File: src/rtl/byte_word_packer.sv
// Packs an accepted byte stream little-endian into LANES-byte words and queues them in a FIFO.
// Latency: word visible 1 cycle after its final byte; no input backpressure, words that find the FIFO full are dropped.
module byte_word_packer #(
    parameter int LANES      = 4,
    parameter int FIFO_DEPTH = 4
) (
    input  logic                               clk,
    input  logic                               reset_n,
    input  logic [7:0]                         in_data,
    input  logic                               in_valid,
    input  logic                               in_last,
    output logic [8*LANES-1:0]                 out_data,
    output logic [LANES-1:0]                   out_keep,
    output logic                               out_last,
    output logic                               out_valid,
    input  logic                               out_ready,
    output logic [$clog2(FIFO_DEPTH+1)-1:0]    fifo_level,
    output logic                               overflow,
    input  logic                               ovf_clr
);

    localparam int CNT_W = $clog2(LANES);
    localparam int PTR_W = $clog2(FIFO_DEPTH);
    localparam int LVL_W = $clog2(FIFO_DEPTH + 1);

    typedef struct packed {
        logic [8*LANES-1:0] dat;
        logic [LANES-1:0]   keep;
        logic               last;
    } word_t;

    logic [CNT_W-1:0]      cnt_q, cnt_d;
    logic [LANES-1:0][7:0] lanes_q, lanes_d;
    logic [PTR_W-1:0]      wr_ptr_q, wr_ptr_d;
    logic [PTR_W-1:0]      rd_ptr_q, rd_ptr_d;
    logic [LVL_W-1:0]      level_q, level_d;
    logic                  ovf_q, ovf_d;
    word_t                 mem_q [FIFO_DEPTH];

    word_t                 word_c;
    word_t                 head_c;
    logic                  complete_c;
    logic                  empty_c;
    logic                  full_c;
    logic                  push_c;
    logic                  pop_c;
    logic                  drop_c;

    // Assembler: the completed word is the stored lanes with the current byte overlaid at lane cnt.
    always_comb begin
        cnt_d      = cnt_q;
        lanes_d    = lanes_q;
        word_c     = '0;
        complete_c = 1'b0;
        if (in_valid) begin
            word_c.dat               = lanes_q;
            word_c.dat[8*cnt_q +: 8] = in_data;
            for (int k = 0; k < LANES; k++) begin
                word_c.keep[k] = (k <= int'(cnt_q));
            end
            word_c.last = in_last;
            complete_c  = (cnt_q == CNT_W'(LANES - 1)) || in_last;
            if (complete_c) begin
                cnt_d   = '0;
                lanes_d = '0;
            end else begin
                lanes_d[cnt_q] = in_data;
                cnt_d          = cnt_q + 1'b1;
            end
        end
    end

    assign empty_c = (level_q == '0);
    assign full_c  = (level_q == LVL_W'(FIFO_DEPTH));
    assign pop_c   = !empty_c && out_ready;
    // A full FIFO can still take a word when the head leaves on the same edge.
    assign push_c  = complete_c && (!full_c || pop_c);
    assign drop_c  = complete_c && !push_c;

    always_comb begin
        wr_ptr_d = wr_ptr_q;
        rd_ptr_d = rd_ptr_q;
        level_d  = level_q;
        if (push_c) begin
            wr_ptr_d = wr_ptr_q + 1'b1;
        end
        if (pop_c) begin
            rd_ptr_d = rd_ptr_q + 1'b1;
        end
        case ({push_c, pop_c})
            2'b10:   level_d = level_q + 1'b1;
            2'b01:   level_d = level_q - 1'b1;
            default: level_d = level_q;
        endcase
    end

    // A drop in the same cycle as a clear leaves the flag set.
    always_comb begin
        ovf_d = ovf_q;
        if (drop_c) begin
            ovf_d = 1'b1;
        end else if (ovf_clr) begin
            ovf_d = 1'b0;
        end
    end

    always_ff @(posedge clk or negedge reset_n) begin
        if (!reset_n) begin
            cnt_q    <= '0;
            lanes_q  <= '0;
            wr_ptr_q <= '0;
            rd_ptr_q <= '0;
            level_q  <= '0;
            ovf_q    <= 1'b0;
        end else begin
            cnt_q    <= cnt_d;
            lanes_q  <= lanes_d;
            wr_ptr_q <= wr_ptr_d;
            rd_ptr_q <= rd_ptr_d;
            level_q  <= level_d;
            ovf_q    <= ovf_d;
        end
    end

    // Storage needs no reset: the head is masked whenever the level is zero.
    always_ff @(posedge clk) begin
        if (push_c) begin
            mem_q[wr_ptr_q] <= word_c;
        end
    end

    assign head_c     = mem_q[rd_ptr_q];
    assign out_valid  = !empty_c;
    assign out_data   = empty_c ? '0 : head_c.dat;
    assign out_keep   = empty_c ? '0 : head_c.keep;
    assign out_last   = empty_c ? 1'b0 : head_c.last;
    assign fifo_level = level_q;
    assign overflow   = ovf_q;

endmodule

File: config.mk
export PLATFORM = sky130hd
export DESIGN_NAME = byte_word_packer
export DESIGN_NICKNAME = d
export VERILOG_FILES = /design/src/rtl/byte_word_packer.sv
export SDC_FILE = /design/constraint.sdc
export NUM_CORES = 1
export LEC_CHECK = 0
export CORE_MARGIN = 2
export CORE_UTILIZATION = 55
export DETAILED_ROUTE_END_ITERATION = 8
export GPL_TIMING_DRIVEN = 0
export PLACE_DENSITY = 0.75
export SLEW_MARGIN = 15
export SYNTH_ARGS = -nofsm -noshare
export SYNTH_HDL_FRONTEND = slang
export SYNTH_SLANG_ARGS = --single-unit
File: constraint.sdc
create_clock -name clk -period 2.8 [get_ports clk]
set_input_delay 0.28 -clock clk [delete_from_list [all_inputs] [get_ports clk]]
set_output_delay 0.28 -clock clk [all_outputs]
set_load 0.03 [all_outputs]
# After elaboration in Yosys (flattened, before gate mapping)
# Memory sizes are Yosys's and may differ from the RTL's.
# Cells that the tools add are included.
# classes
add_sub_neg,6
magnitude_cmp,5
eq_ne,4
shift,2
mux,16
n_reduce_logical,12
# ops
op,n
$bwmux 32,2
$mux 32,2
$mux 37,1
$neg 5->34,1
$shift 8x34->32 const A,1
$shiftx 8x34->32,1
$demux 8 s2,1
$mux 8,1
$add 2x1->2 const B,3
$mux 1,6
$pmux 3 s2,1
$eq 2x2->1 const B,2
$le 2x2->1 const A,2
$logic_and 1x1->1,4
$mux 4,1
$reduce_bool 2->1,2
$add 3x1->3 const B,1
$eq 3x3->1 const B,1
$logic_not 1->1,3
$logic_not 3->1,1
$lt 2x3->1 const B,1
$sub 3x1->3 const B,1
$eq 2x1->1 const B,1
$ge 2x1->1 const B,1
3 further kinds,4
# word_totals
reg_bits,42
mem_bits_rw,148
input_bits,14
n_memories,1
# mem_list
name,depth,width,read_ports,rd_ports_with_merged_regs,wr,line,source
mem_q,4,37,1,0,1,38,word_t mem_q [FIFO_DEPTH];

# Depth between registers and ports, before layout
# logic_depth
depth_word,8
mapped_depth,8
mapped_depth_nobuf,7

# Worst setup path before layout
# No wires, ideal clock.
# synth_timing
path_kind,register to register
from,reg cnt_q[0]
to,mem mem_q[0][0] in the netlist's numbering (enable)
arrival_time_ns,2.032
t_required_ns,2.402
setup_slack_ns,0.370
path_stages_with_launch,6
path_buffers,1
synth_period_minus_slack_ns,2.430
path_cell_list,dfrtp_1 > ha_1 > o21ai_2 > nor2b_4 > buf_6 > and2_1
# synth_between
elab_chain_len,6
# synth_rtl
element,line,source
start: declaration,32,"logic [CNT_W-1:0] cnt_q, cnt_d;"
start signal: assignment,116,cnt_q <= cnt_d;
$eq 2x2->1,62,complete_c = (cnt_q == CNT_W'(LANES - 1)) || in_last;
$logic_or 1x1->1,62,
$mux 1,55,if (in_valid) begin
$logic_and 1x1->1,77,assign push_c = complete_c && (!full_c || pop_c);
$mux 1,127,if (push_c) begin
$mux 1 (implied by the code),128,mem_q[wr_ptr_q] <= word_c;
end: declaration,38,
# Every way passes these cells.

# Worst setup path after layout
# layout_timing
from,"reg level_q[1], in the netlist fifo_level[1]"
to,out out_data[10]
# layout_between
elab_chain_len,2
# layout_rtl
element,line,source
start: declaration,36,"logic [LVL_W-1:0] level_q, level_d;"
start signal: assignment,120,level_q <= level_d;
$logic_not 3->1,73,assign empty_c = (level_q == '0);
$mux 32,134,assign out_data = empty_c ? '0 : head_c.dat;
end: declaration,12,"output logic [8*LANES-1:0] out_data,"
# Every way passes these cells.

==> flow_summary_export.csv <==
group,metric,value,unit
critical_path,r2r_slack,0.24,ns
timing,slew_violations,0,
final_layout,syn2layout_area_growth,18.30,%
grt,grt_pass1_wl,25.74,mm
routing,num_vias,4596,
synthesis,synth.distinct_cells,38,
routing,wl_per_cell,20.57,um
routing,totalWireLength,16.13,mm
critical_path,cp_top_family,"buffers and inverters",
timing,setup_violations,0,
routing,drt_first_pass_iters,4,
placed_design,portBuffers,55,
timing,setup_ws,0.07710,ns
routing,wl_met3,849,um
status,status,"finished, final reports clean",
clocking,h-tree-depth,4,
critical_path,critPathLaunchType,"register",
timing,clock.fmax,0.3673,GHz
timing,fin_crit_sh,0.9725,
timing,hold_viol,0,
timing,max_slew_margin,0.5101,
clocking,numCtsBuffers,17,
run,drv_cap,0,
timing,layout_min_cycle_time,2.723,ns
placed_design,gp_congestion,0.8294,
routing,route.met2.wl,8.066,mm
clocking,root_buffer,"clkbuf_16",
critical_path,crit_type,"register to primary output",
pwr,ir_worst_vdd,0.5591,mV
clocking,post-cts-setup-buffer-count,0,
floorplanning,num_rows,44,
critical_path,cp_cell_sequence,"or3_1, clkbuf_2, and2_1, clkdlybuf4s50_1",
synthesis,syn-num-nets,533,
grt,grt_pass1_vias,4905,
critical_path,slowest_stage,"clkdlybuf4s50_1",
floorplanning,dieArea,15690,um^2
timing,clock-skew-final,0.008558,ns
critical_path,worst_ep_required_time,2.52,ns
routing,met1_length,6.918,mm
synthesis,yosysSeqAreaShare,0.6795,
floorplanning,die_y,125.3,um
pwr,p_leak,3.485,nW
clocking,cts_tree,"yes",
critical_path,endpoint_kind,"primary output",
grt,grt_util_all_layers,0.2183,
grt,antenna_found_initial,0,
timing,rsz0062_at_grt,"no",
critical_path,cp_max_fo,10,
clocking,clkTransAtPathRegs,0.07,ns
final_layout,stdcell_area,9568,um^2
routing,viasPerCell,5.862,
clocking,insertion_delay,0.43,ns
final_layout,post-route-util,0.6633,
placed_design,post_dp_cell_area,8999,um^2
routing,ant_nets,0,
final_layout,fin_nets,613,
timing,worst-slew-pin-transition,0.7288,ns
floorplanning,start_util,0.5607,
pwr,p_per_area,967.0,nW/um^2
critical_path,path_buf_inv,2,
grt,overflow,0,
synthesis,synth_cells,508,
synthesis,avgSynthCellArea,15.92,um^2
synthesis,synth_warnings,0,
min_path,min_path_type,"input pin to asynchronous set/reset pin",
synthesis,ys_ff_latch,190,
placed_design,dpl_worst_slack,-0.1907,ns
routing,first_iter_violations,459,
clocking,clockBufferDepth,2,
routing,drc,0,
critical_path,slowest_delay,0.59,ns
placed_design,hpwl,10.29,mm
final_layout,diodes,0,
clocking,cts.sinks,190,
critical_path,critPathArrivalTime,2.44,ns
routing,top_layer,"met4",
synthesis,syn_area,8088,um^2
final_layout,fillers,1002,
grt,grt_max_degree,37,
timing,holdWs,0.2216,ns
floorplanning,ioPinCount,56,
timing,finalSetupTns,0,ns
final_layout,drive_above_1_share,0.1517,
floorplanning,coreArea,14420,um^2
floorplanning,die_w,125.3,um
[layout by cell type, fill, tap and decap left out, types with 5 or more instances in the layout]
cell type,instances
a22o_1,16
dfrtp_1,42
nor2b_1,65
clkdlybuf4s50_1,43
xnor2_1,6
ha_1,10
a21oi_1,34
edfxtp_1,148
inv_1,8
o21ai_1,12
mux4_2,37
nand2_1,25
clkbuf_2,5
clkinv_1,8
dlygate4sd2_1,9
clkbuf_1,9
clkbuf_16,17
and2_1,48
buf_4,5
[registers in the layout (all words and copies together) (netlist names)]
name,count
mem_q,148
rd_ptr_q,2
fifo_level,3
cnt_q,2
wr_ptr_q,2
overflow,1
lanes_q,32
[per-layer routing]
layer | vias to the layer above | global-route usage
li1 | 2054 | -
met1 | 2370 | 0.2868
met2 | 150 | 0.3625
met3 | 22 | 0.04921
met4 | 0 | 0.07974
met5 | - | 0
[final cells by class]
class | count | area (um^2) | area share
Tap cell | 184 | 230.2 | 0.02406
Clock inverter | 13 | 105.1 | 0.01098
Multi-Input combinational cell | 284 | 2457 | 0.2568
Sequential cell | 190 | 5495 | 0.5743
Timing Repair Buffer | 61 | 679.4 | 0.07101
Clock buffer | 18 | 429.2 | 0.04485
Inverter | 9 | 33.78 | 0.003531
Buffer | 25 | 137.6 | 0.01438
[synth_stat cells]
| master | number | area share |
|---|---|---|
| fa_1 | 1 | 0.0025 |
| and2_1 | 52 | 0.040 |
| or4b_1 | 1 | 0.0012 |
| a21boi_0 | 1 | 0.00093 |
| o21ai_2 | 1 | 0.0011 |
| mux4_2 | 37 | 0.10 |
| nor2b_4 | 1 | 0.0017 |
| ha_1 | 10 | 0.015 |
| or3_1 | 1 | 0.00077 |
| o22ai_1 | 2 | 0.0015 |
| and4_1 | 1 | 0.0011 |
| a22o_1 | 16 | 0.017 |
| o221ai_1 | 2 | 0.0022 |
| and3_1 | 1 | 0.00077 |
| inv_2 | 1 | 0.00046 |
| inv_1 | 8 | 0.0037 |
| dfrtp_1 | 42 | 0.13 |
| or2_1 | 1 | 0.00077 |
| a31oi_4 | 1 | 0.0026 |
| a21oi_1 | 34 | 0.021 |
| edfxtp_1 | 148 | 0.55 |
| clkbuf_1 | 14 | 0.0065 |
| buf_2 | 7 | 0.0043 |
| nor3_2 | 1 | 0.0012 |
| nor2_1 | 4 | 0.0019 |
| buf_6 | 1 | 0.0014 |
| nand3_1 | 3 | 0.0019 |
| buf_1 | 2 | 0.00093 |
| xnor2_1 | 6 | 0.0065 |
| nor4bb_1 | 1 | 0.0012 |
| buf_4 | 1 | 0.00093 |
| o21a_1 | 1 | 0.00093 |
| nor4b_4 | 1 | 0.0029 |
| nand2_1 | 25 | 0.012 |
| o21ai_0 | 1 | 0.00062 |
| nor4_2 | 1 | 0.0015 |
| nor2b_1 | 65 | 0.050 |
| o21ai_1 | 12 | 0.0074 |
[cell families after synthesis]
logic type / after synthesis / share of synthesized area
adders and majority gates: 11 / 0.01795
and+or+nand+nor: 159 / 0.1191
DFF: 190 / 0.6795
muxes: 37 / 0.1030
buffers and inverters: 34 / 0.01825
AOI/OAI and AO/OA: 71 / 0.05569
xor gates and xnor gates: 6 / 0.006497
[through the flow]
stage / power (mW) / std cells
detailed placement: 7.147 / 752
global placement: 7.026 / 747
finish: 9.252 / 784
floorplan: 5.849 / 508
CTS: 9.330 / 784
global route: 9.646 / 784
[power breakdown]
group          total [mW]  internal (mW)  switching [mW]  leakage (nW)
combinational        3.52           1.56            1.96          1.25
sequential           3.51           3.38           0.126          1.97
clock                2.23           1.28           0.948         0.263
[timing repair]
action                                  CTS  global route
resized for setup                        15            16
endpoints found under the setup margin   32            28
hold buffers                              1             0
hold endpoints to repair                 42             0
[path summary, 6_finish.rpt]
kind                       cells past startpoint       endpoint           from
setup / recovery                               4   out_data[10]  fifo_level[1]
hold / removal                                 2  fifo_level[0]        reset_n
setup reg to reg                               8  fifo_level[2]       cnt_q[0]
hold reg to reg                                1    lanes_q[29]    lanes_q[29]
max in group asynchronous                      3     lanes_q[1]        reset_n
min in group clk                               2       overflow        ovf_clr
Power figures use the tool's default switching activity.
